==> src/rtl/kore_opsched.sv <==
// rtl/kore_opsched.sv - two-requester op scheduler: 4-deep tagged FIFO feeding a one-op-at-a-time issue FSM
//
// Optional feature: define KORE_OPSCHED_TIMEOUT_EN to abort an op after 64 cycles in WAIT
// without eop (err pulses with the done pulse). Without it err is tied low and WAIT is unbounded.
//
// Ports:
//   clk, rst                      clock, asynchronous active-high reset
//   req0_valid/data/ready         requester 0 op handshake (25-bit op word)
//   req1_valid/data/ready         requester 1 op handshake (25-bit op word)
//   opcode, pcdata_rs0/rs1/rd/bc  fields of the op in flight (registered, held ISSUE..DONE)
//   opflag                        one-cycle start strobe to the functional FSM
//   eop                           end-of-operation level from the functional FSM
//   done0, done1                  one-cycle completion pulse to the owning requester
//   busy                          scheduler not idle
//   level                         FIFO occupancy 0..4
//   err                           timeout pulse (coincides with the done pulse)
module kore_opsched (
  input  logic        clk,
  input  logic        rst,
  input  logic        req0_valid,
  input  logic [24:0] req0_data,
  output logic        req0_ready,
  input  logic        req1_valid,
  input  logic [24:0] req1_data,
  output logic        req1_ready,
  output logic [6:0]  opcode,
  output logic [4:0]  pcdata_rs0,
  output logic [4:0]  pcdata_rs1,
  output logic [4:0]  pcdata_rd,
  output logic [2:0]  pcdata_bc,
  output logic        opflag,
  input  logic        eop,
  output logic        done0,
  output logic        done1,
  output logic        busy,
  output logic [2:0]  level,
  output logic        err
);

  typedef enum logic [1:0] {
    IDLE  = 2'd0,
    ISSUE = 2'd1,
    WAIT  = 2'd2,
    DONE  = 2'd3
  } state_t;

  state_t      state;

  // Each entry is {tag, op word}; tag 1 means the op came from requester 1.
  logic [25:0] fifo_mem [4];
  logic [1:0]  wr_ptr;
  logic [1:0]  rd_ptr;
  logic [2:0]  count;
  logic        prio;      // 0: req0 wins a tie, 1: req1 wins a tie
  logic        cur_tag;   // owner of the op in flight

  logic        pop;
  logic        can_push;
  logic        grant0;
  logic        grant1;
  logic        push;
  logic [25:0] push_word;
  logic [25:0] head;
  logic        timeout;

  // The head entry leaves the FIFO during the DONE cycle, so a full FIFO
  // can still accept a new op in that same cycle.
  assign pop      = (state == DONE);
  assign can_push = (count != 3'd4) || pop;

  always_comb begin
    grant0 = 1'b0;
    grant1 = 1'b0;
    if (!rst && can_push) begin
      if (req0_valid && (!req1_valid || !prio)) begin
        grant0 = 1'b1;
      end else if (req1_valid) begin
        grant1 = 1'b1;
      end
    end
  end

  assign push       = grant0 || grant1;
  assign push_word  = grant0 ? {1'b0, req0_data} : {1'b1, req1_data};
  assign head       = fifo_mem[rd_ptr];
  assign req0_ready = grant0;
  assign req1_ready = grant1;
  assign busy       = (state != IDLE);
  assign level      = count;

  // Storage needs no reset: occupancy and pointers decide what is valid.
  always_ff @(posedge clk) begin
    if (push) begin
      fifo_mem[wr_ptr] <= push_word;
    end
  end

  always_ff @(posedge clk or posedge rst) begin
    if (rst) begin
      wr_ptr <= 2'd0;
      rd_ptr <= 2'd0;
      count  <= 3'd0;
      prio   <= 1'b0;
    end else begin
      if (push) begin
        wr_ptr <= wr_ptr + 2'd1;
      end
      if (pop) begin
        rd_ptr <= rd_ptr + 2'd1;
      end
      case ({push, pop})
        2'b10:   count <= count + 3'd1;
        2'b01:   count <= count - 3'd1;
        default: count <= count;
      endcase
      if (grant0) begin
        prio <= 1'b1;
      end else if (grant1) begin
        prio <= 1'b0;
      end
    end
  end

`ifdef KORE_OPSCHED_TIMEOUT_EN
  logic [5:0] wait_cnt;
  logic       err_r;

  // wait_cnt is 0 during the first WAIT cycle, so it reads 63 in the 64th.
  assign timeout = (state == WAIT) && !eop && (wait_cnt == 6'd63);
  assign err     = err_r;

  always_ff @(posedge clk or posedge rst) begin
    if (rst) begin
      wait_cnt <= 6'd0;
      err_r    <= 1'b0;
    end else begin
      err_r <= timeout;
      if (state == WAIT) begin
        wait_cnt <= wait_cnt + 6'd1;
      end else begin
        wait_cnt <= 6'd0;
      end
    end
  end
`else
  assign timeout = 1'b0;
  assign err     = 1'b0;
`endif

  always_ff @(posedge clk or posedge rst) begin
    if (rst) begin
      state      <= IDLE;
      opflag     <= 1'b0;
      done0      <= 1'b0;
      done1      <= 1'b0;
      cur_tag    <= 1'b0;
      opcode     <= 7'd0;
      pcdata_rs0 <= 5'd0;
      pcdata_rs1 <= 5'd0;
      pcdata_rd  <= 5'd0;
      pcdata_bc  <= 3'd0;
    end else begin
      opflag <= 1'b0;
      done0  <= 1'b0;
      done1  <= 1'b0;
      case (state)
        IDLE: begin
          // A stale eop from the previous op holds off the next issue.
          if ((count != 3'd0) && !eop) begin
            state      <= ISSUE;
            opflag     <= 1'b1;
            cur_tag    <= head[25];
            opcode     <= head[24:18];
            pcdata_rs0 <= head[17:13];
            pcdata_rs1 <= head[12:8];
            pcdata_rd  <= head[7:3];
            pcdata_bc  <= head[2:0];
          end
        end
        ISSUE: begin
          state <= WAIT;
        end
        WAIT: begin
          if (eop || timeout) begin
            state <= DONE;
            done0 <= !cur_tag;
            done1 <= cur_tag;
          end
        end
        DONE: begin
          state <= IDLE;
        end
        default: begin
          state <= IDLE;
        end
      endcase
    end
  end

endmodule

==> config.mk <==
export PLATFORM = sky130hd
export DESIGN_NAME = kore_opsched
export DESIGN_NICKNAME = d
export VERILOG_FILES = /design/src/rtl/kore_opsched.sv
export SDC_FILE = /design/constraint.sdc
export NUM_CORES = 1
export LEC_CHECK = 0
export CELL_PAD_IN_SITES_DETAIL_PLACEMENT = 2
export CELL_PAD_IN_SITES_GLOBAL_PLACEMENT = 2
export CORE_MARGIN = 2
export CORE_UTILIZATION = 36
export CTS_BUF_LIST = sky130_fd_sc_hd__clkbuf_16
export DETAILED_ROUTE_END_ITERATION = 8
export PLACE_DENSITY_LB_ADDON = 0.05
export SLEW_MARGIN = 20
export SYNTH_ARGS = -nofsm -noshare
export SYNTH_HDL_FRONTEND = slang
export SYNTH_SLANG_ARGS = --single-unit
==> constraint.sdc <==
create_clock -name clk -period 2.44 [get_ports clk]
set_input_delay 0.488 -clock clk [delete_from_list [all_inputs] [get_ports clk]]
set_output_delay 0.488 -clock clk [all_outputs]
set_load 0.05 [all_outputs]
==> results.ini, run 1 <==
[pwr]
powerDensity_mw_per_mm2=1290
p_leak_nw=2.80
peakVddDrop_uv=652

[final_layout]
final_core_util_pct=49.4
fillers=1419
antenna_cells=0
layout-drive-gt1-share_pct=36.7
nets=473
area_growth_pct=35.1
final_cells=638

[run_status]
outcome=finished clean

[synth]
synth.avg_cell_area_um2=20.3
yosys_register_bits=143
synth_warnings=0
yosysUniqueCellTypes=29
syn_inst=284
syn-cell-area_mm2=0.00577
yosysSeqAreaShare_pct=71.1
syn_nets=348

[cts]
insertion_delay_ns=0.43
cts_tree=done
hold_buffers=0
cts_inserted_buffers=17
clk_pin_slew_worst_paths_ns=0.06
cts-root-buf=clkbuf_16
cts.path.max_buffers=2
clock_sinks=143
cts_max_level=4

[sta]
finalSetupViolCount=0
fin_skew_ns=0.0106
rsz0062_at_grt=yes
post-route-period-util_pct=96.3
worstMarginPinSlew_ns=0.546
post-route-min-period_ns=2.35
drv_slew=0
fmax_mhz=426
maxSlewHeadroom_pct=63.5
hold_viol_final=0
fin_setup_tns_ns=0

[setup_path]
crit_path_end=req0_ready
path_class=flop to output port
startpoint_type=flop
worstReg2RegEnd=level[2]$_DFFE_PP0P_
critPathLaunch=state[1]$_DFFE_PP0P_
arrival_ns=1.86
worst_ep_required_time_ns=1.95
reg2reg_setup_slack_ns=0.14
r2r_cells=11
cp-end-kind=output port
crit-reg2reg-launch=state[1]$_DFFE_PP0P_
path_max_fanout=8

[placed_design]
globalplace.congestion=0.662
hpwl_mm=8.10
placed_cells=599
io_buffers=88

[global_routing]
grt_pass1_vias=3379
grt-ovfl-total=0
grt_max_degree=27
grt_pass1_wl_mm=19.3
antenna_found_initial=0
track_usage_pct=16.1

[die]
core_area_mm2=0.0158
row_count=46
ios=90
start_util_pct=36.6
die_y_um=131
die_w_um=131
dieArea_mm2=0.0170

[detailed_routing]
post_drt_via_cell_ratio=4.72
wire_per_inst_um=19.5
dr.pass1.iters=6
routed_wl_mm=12.4
post-route-drc-count=0
final_antenna_net_count=0
vias=3010
drtIter0Drc=137

[min_path]
hold_class=flop to flop

[job]
max_cap_violations=0

[sequential cells by signal, summed over array words and instances, names as in the netlist, 3 cells and up]
signal,flops
pcdata_rd,5
pcdata_bc,3
pcdata_rs1,5
level,3
opcode,7
pcdata_rs0,5
fifo_mem,104
[where the power goes]
| part | internal, mW | total (mW) | switching, mW |
|---|---|---|---|
| Combinational | 1.71 | 3.71 | 2.01 |
| Clock | 1.60 | 2.61 | 1.01 |
| Sequential | 3.31 | 3.70 | 0.392 |
| Total | 6.61 | 10.0 | 3.41 |
[synthesized netlist by cell type]
cell,number,share of area (%)
buf_4,7,0.91
nand2_1,2,0.13
dfrtp_1,39,17
o41ai_1,1,0.15
edfxtp_1,104,54
conb_1,1,0.065
a21oi_1,1,0.087
inv_1,13,0.85
nor4b_1,1,0.15
a211oi_1,1,0.13
o31ai_1,1,0.13
a21bo_2,1,0.17
xor2_1,3,0.46
nor2_1,2,0.13
and3_1,1,0.11
nor3_1,1,0.087
nor4b_4,1,0.41
clkbuf_1,1,0.065
buf_2,2,0.17
nor3_4,2,0.56
mux4_2,26,10
mux2_2,54,11
and2_2,4,0.52
mux2i_1,1,0.17
fa_1,1,0.35
xnor2_1,3,0.46
buf_1,1,0.065
o22a_1,1,0.15
ha_1,8,1.7
[placed cells by master, fill, tap and decap left out, drive strengths merged, types with 2 or more instances in the layout]
| cell type | Yosys | final |
|---|---|---|
| nor4b | 2 | 2 |
| and2 | 4 | 4 |
| clkinvlp | 0 | 3 |
| ha | 8 | 8 |
| xor2 | 3 | 3 |
| edfxtp | 104 | 104 |
| mux2 | 54 | 54 |
| mux4 | 26 | 26 |
| nor2 | 2 | 2 |
| xnor2 | 3 | 3 |
| nand2 | 2 | 2 |
| bufinv | 0 | 3 |
| nor3 | 3 | 3 |
| buf | 10 | 31 |
| clkdlybuf4s50 | 0 | 85 |
| inv | 13 | 16 |
| clkbuf | 1 | 17 |
| dfrtp | 39 | 39 |
| clkinv | 0 | 6 |
[how the worst min path moves through the flow]
stage | startpoint | endpoint | slack (ns) | cells past startpoint
floorplan | cur_tag$_DFFE_PP0P_ | done0$_DFF_PP0_ | 0.41 | 1
CTS | cur_tag$_DFFE_PP0P_ | done0$_DFF_PP0_ | 0.45 | 1
global placement | cur_tag$_DFFE_PP0P_ | done0$_DFF_PP0_ | 0.44 | 1
finish | cur_tag$_DFFE_PP0P_ | done0$_DFF_PP0_ | 0.44 | 1
global route | cur_tag$_DFFE_PP0P_ | done0$_DFF_PP0_ | 0.48 | 1
detailed placement | cur_tag$_DFFE_PP0P_ | done0$_DFF_PP0_ | 0.44 | 1
[critical path, stage by stage (launching register included)]
cell	delay (ns)
dfrtp_2	0.44
ha_4	0.19
nor4b_4	0.27
buf_4	0.19
nor3_4	0.05
buf_12	0.15
buf_12	0.14
[per-layer routing]
metal  part of all wire [%]  vias to the layer above  routed length (um)  GRT usage [%]
li1                       -                     1363                   -              -
met1                     42                     1549                5210           19.0
met2                     52                       81                6460           27.9
met3                    4.5                       17                 556           4.68
met4                    1.6                        0                 201           6.20
met5                      0                        -                   0              0
[stage by stage]
step	setup WS, ns	power (mW)	instance area, um2	hold slack [ns]
floorplan	0.0245	6.13	5770	0.410
global placement	0.115	7.40	7130	0.435
detailed placement	0.0235	7.50	7130	0.440
CTS	-0.00298	10.2	7740	0.450
global route	-0.0102	10.6	7790	0.482
finish	0.0902	10.0	7790	0.440
[final cells by class]
class,count,area (um2),area share [%]
sequential,143,4100,52.7
multi-input combinational,117,1570,20.1
timing repair buffer,117,1210,15.5
clock buffer,17,425,5.46
tap,216,270,3.47
clock inverter,15,170,2.18
inverter,13,48.8,0.626
[cell families (layout without fill, tap and decap cells)]
kind of cell               count (synthesis)  count (layout)  share of synthesized area, %
muxes                                     81              81                          20.9
and+or+nand+nor                           14              14                          2.10
DFF                                      143             143                          71.1
buffers and inverters                     24             162                          2.06
other                                      1               1                        0.0650
adders and majority gates                  9               9                          2.08
AOI/OAI and AO/OA                          6               6                         0.825
xor gates and xnor gates                   6               6                         0.911
[what timing repair did]
item / 4_1_cts / 5_1_grt
endpoints found under the hold margin: 0 / 0
setup endpoints to repair: 3 / 2
gates resized for setup: 3 / 2
gates cloned: 0 / 0
pin swaps: 1 / 3
setup buffers: 0 / 8
No activity file was read; power rests on OpenSTA's default activity.
==> run 2, diff against run 1 <==
--- a/config.mk
+++ b/config.mk
@@ -5,7 +5,7 @@
 export SDC_FILE = /design/constraint.sdc
 export NUM_CORES = 1
 export LEC_CHECK = 0
-export CELL_PAD_IN_SITES_DETAIL_PLACEMENT = 2
+export CELL_PAD_IN_SITES_DETAIL_PLACEMENT = 0
 export CELL_PAD_IN_SITES_GLOBAL_PLACEMENT = 2
 export CORE_MARGIN = 2
 export CORE_UTILIZATION = 36
==> run 2 against run 1 <==
Effect of this change:
- power is 0.77% higher
- first-iteration DRC count is 35% lower
- non-clock buffer count is 5 lower
- core utilization is 0.056 points higher
- sequential power hardly changed
- die area stayed put
- via count is 3.2% lower
- critical path type unchanged
==> results.ini, run 2 (synthesis results as in run 1) <==
[sta]
finalSetupViolCount=0
fmax_mhz=425
drv_slew=0
worstMarginPinSlew_ns=0.548
fin_skew_ns=0.00860
maxSlewHeadroom_pct=63.3
post-route-period-util_pct=96.5
hold_viol_final=0
post-route-min-period_ns=2.35

[setup_path]
cp_cell_sequence=ha_4 > nor4b_4 > buf_4 > nor3_4 > buf_12 > buf_12
arrival_ns=1.87
crit-reg2reg-launch=state[1]$_DFFE_PP0P_
cpMostUsedCell=buf_12
r2r_cells=10
reg2reg_setup_slack_ns=0.30
critPathSlowestCell=dfrtp_1
worst_ep_required_time_ns=1.95
path_class=flop to output port
worstReg2RegEnd=level[2]$_DFFE_PP0P_
cp_top_family=buffers and inverters
startpoint_type=flop
path_max_fanout=16
cp-end-kind=output port
critPathBufInv=3
slowest_delay_ns=0.42
cp.depth=6

[global_routing]
grt-ovfl-total=0
grt_pass1_vias=3115
track_usage_pct=14.5
grt_pass1_wl_mm=17.6
grt_max_degree=27
antenna_found_initial=0

[min_path]
hold_class=flop to flop
min_to=done0$_DFF_PP0_
hold-path-cell-count=1
min_from=cur_tag$_DFFE_PP0P_

[final_layout]
design_area_mm2=0.00780
final_common_cell=edfxtp_1
antenna_cells=0
layout-drive-gt1-share_pct=36.0
fillers=1333
reg_top3=fifo_mem: 104 flops, opcode: 7 flops
nets=468
regMostFlops=fifo_mem
multiInputGateArea_mm2=0.00157
area_growth_pct=35.3
final_cells=633
register_area_mm2=0.00410
largest_register_ffs=104
final_cell_mix=edfxtp_1 (104), clkdlybuf4s50_1 (85), mux2_2 (54)

[die]
ios=90
row_count=46
start_util_pct=36.6
die_w_um=131
die_y_um=131
dieArea_mm2=0.0170
core_area_mm2=0.0158

[placed_design]
io_buffers=88
hpwl_mm=7.13
placed_cells=599
globalplace.congestion=0.662
place_area_mm2=0.00713

[run_status]
outcome=finished clean

[detailed_routing]
routed_wl_mm=11.1
vias=2915
post-route-drc-count=0
post_drt_via_cell_ratio=4.61
dr.pass1.iters=3
drtIter0Drc=89
final_antenna_net_count=0
wire_per_inst_um=17.5

[cts]
clk_pin_slew_worst_paths_ns=0.06
cts.path.max_buffers=2
cts_max_level=4
hold_buffers=0
cts_inserted_buffers=17
cts-root-buf=clkbuf_16
insertion_delay_ns=0.42
cts_tree=done
clock_sinks=143

[pwr]
clkPwrFrac_pct=27.5
seq_power_share_pct=36.4
peakVddDrop_uv=542
p_leak_nw=2.80
pwr-share-comb_pct=36.1
p_sw_share_pct=32.7
power.internal_mw=6.80
powerDensity_mw_per_mm2=1300
switching_power_mw=3.31

[job]
max_cap_violations=0

-- run 2: timing repair --
action | in CTS | in global routing
gates resized for setup | 3 | 0
setup endpoints to repair | 3 | 1
buffers inserted | 0 | 2
pin swaps | 1 | 1
-- run 2: area by class of cell --
type	instances	area share, %
clock buffers	17	5.45
clock inverters	15	2.81
inverters	13	0.626
multi-input cells	117	20.1
flip-flops and latches	143	52.6
well taps	216	3.46
repair buffers	112	15.0
-- run 2: worst register-to-register path, delay by kind of cell (launching register included) --
kind            cells  cell delay, ns
compound gates      1            0.10
xor+xnor            2            0.31
buf+inv             2            0.13
flops               1            0.43
fa+ha+maj           3            0.76
simple gates        2            0.36
-- run 2: worst max path at each step --
stage                              start                        end  slack (ns)
floorplan           level[0]$_DFFE_PP0P_       level[2]$_DFFE_PP0P_        0.02
global placement              req0_valid  fifo_mem[0][19]$_DFFE_PP_        0.12
detailed placement            req0_valid   fifo_mem[1][0]$_DFFE_PP_         0.1
CTS                 state[1]$_DFFE_PP0P_                 req0_ready        0.02
global route        state[0]$_DFFE_PP0P_                 req0_ready      -0.003
finish              state[1]$_DFFE_PP0P_                 req0_ready        0.09
-- run 2: power by group through the flow --
stage	sequential [mW]	combinational, mW	clock, mW
after floorplan	4.44	1.69	0
after global placement	3.72	3.68	0
after detailed placement	3.74	3.71	0
after CTS	3.70	3.72	2.85
after global routing	3.76	3.91	2.95
final	3.68	3.65	2.78
-- run 2: layer usage --
| layer | GRT usage, % | wire length (um) | vias to the layer above | part of all wire [%] |
|---|---|---|---|---|
| met5 | 0 | 0 | - | 0 |
| met2 | 23.9 | 5630 | 67 | 51 |
| met3 | 4.03 | 438 | 15 | 3.9 |
| li1 | - | - | 1353 | - |
| met1 | 18.0 | 4840 | 1480 | 44 |
| met4 | 6.38 | 175 | 0 | 1.6 |
-- run 2: per-stage QoR --
| step | setup slack [ns] | setup TNS (ns) | util, % | power, mW | hold slack (ns) |
|---|---|---|---|---|---|
| floorplan | 0.0245 | 0 | - | 6.13 | 0.410 |
| global placement | 0.115 | 0 | 45.2 | 7.40 | 0.435 |
| detailed placement | 0.0964 | 0 | 45.2 | 7.44 | 0.444 |
| CTS | 0.0212 | 0 | 49.4 | 10.3 | 0.451 |
| global route | -0.00285 | -0.00285 | 49.5 | 10.6 | 0.463 |
| finish | 0.0861 | 0 | 49.5 | 10.1 | 0.441 |
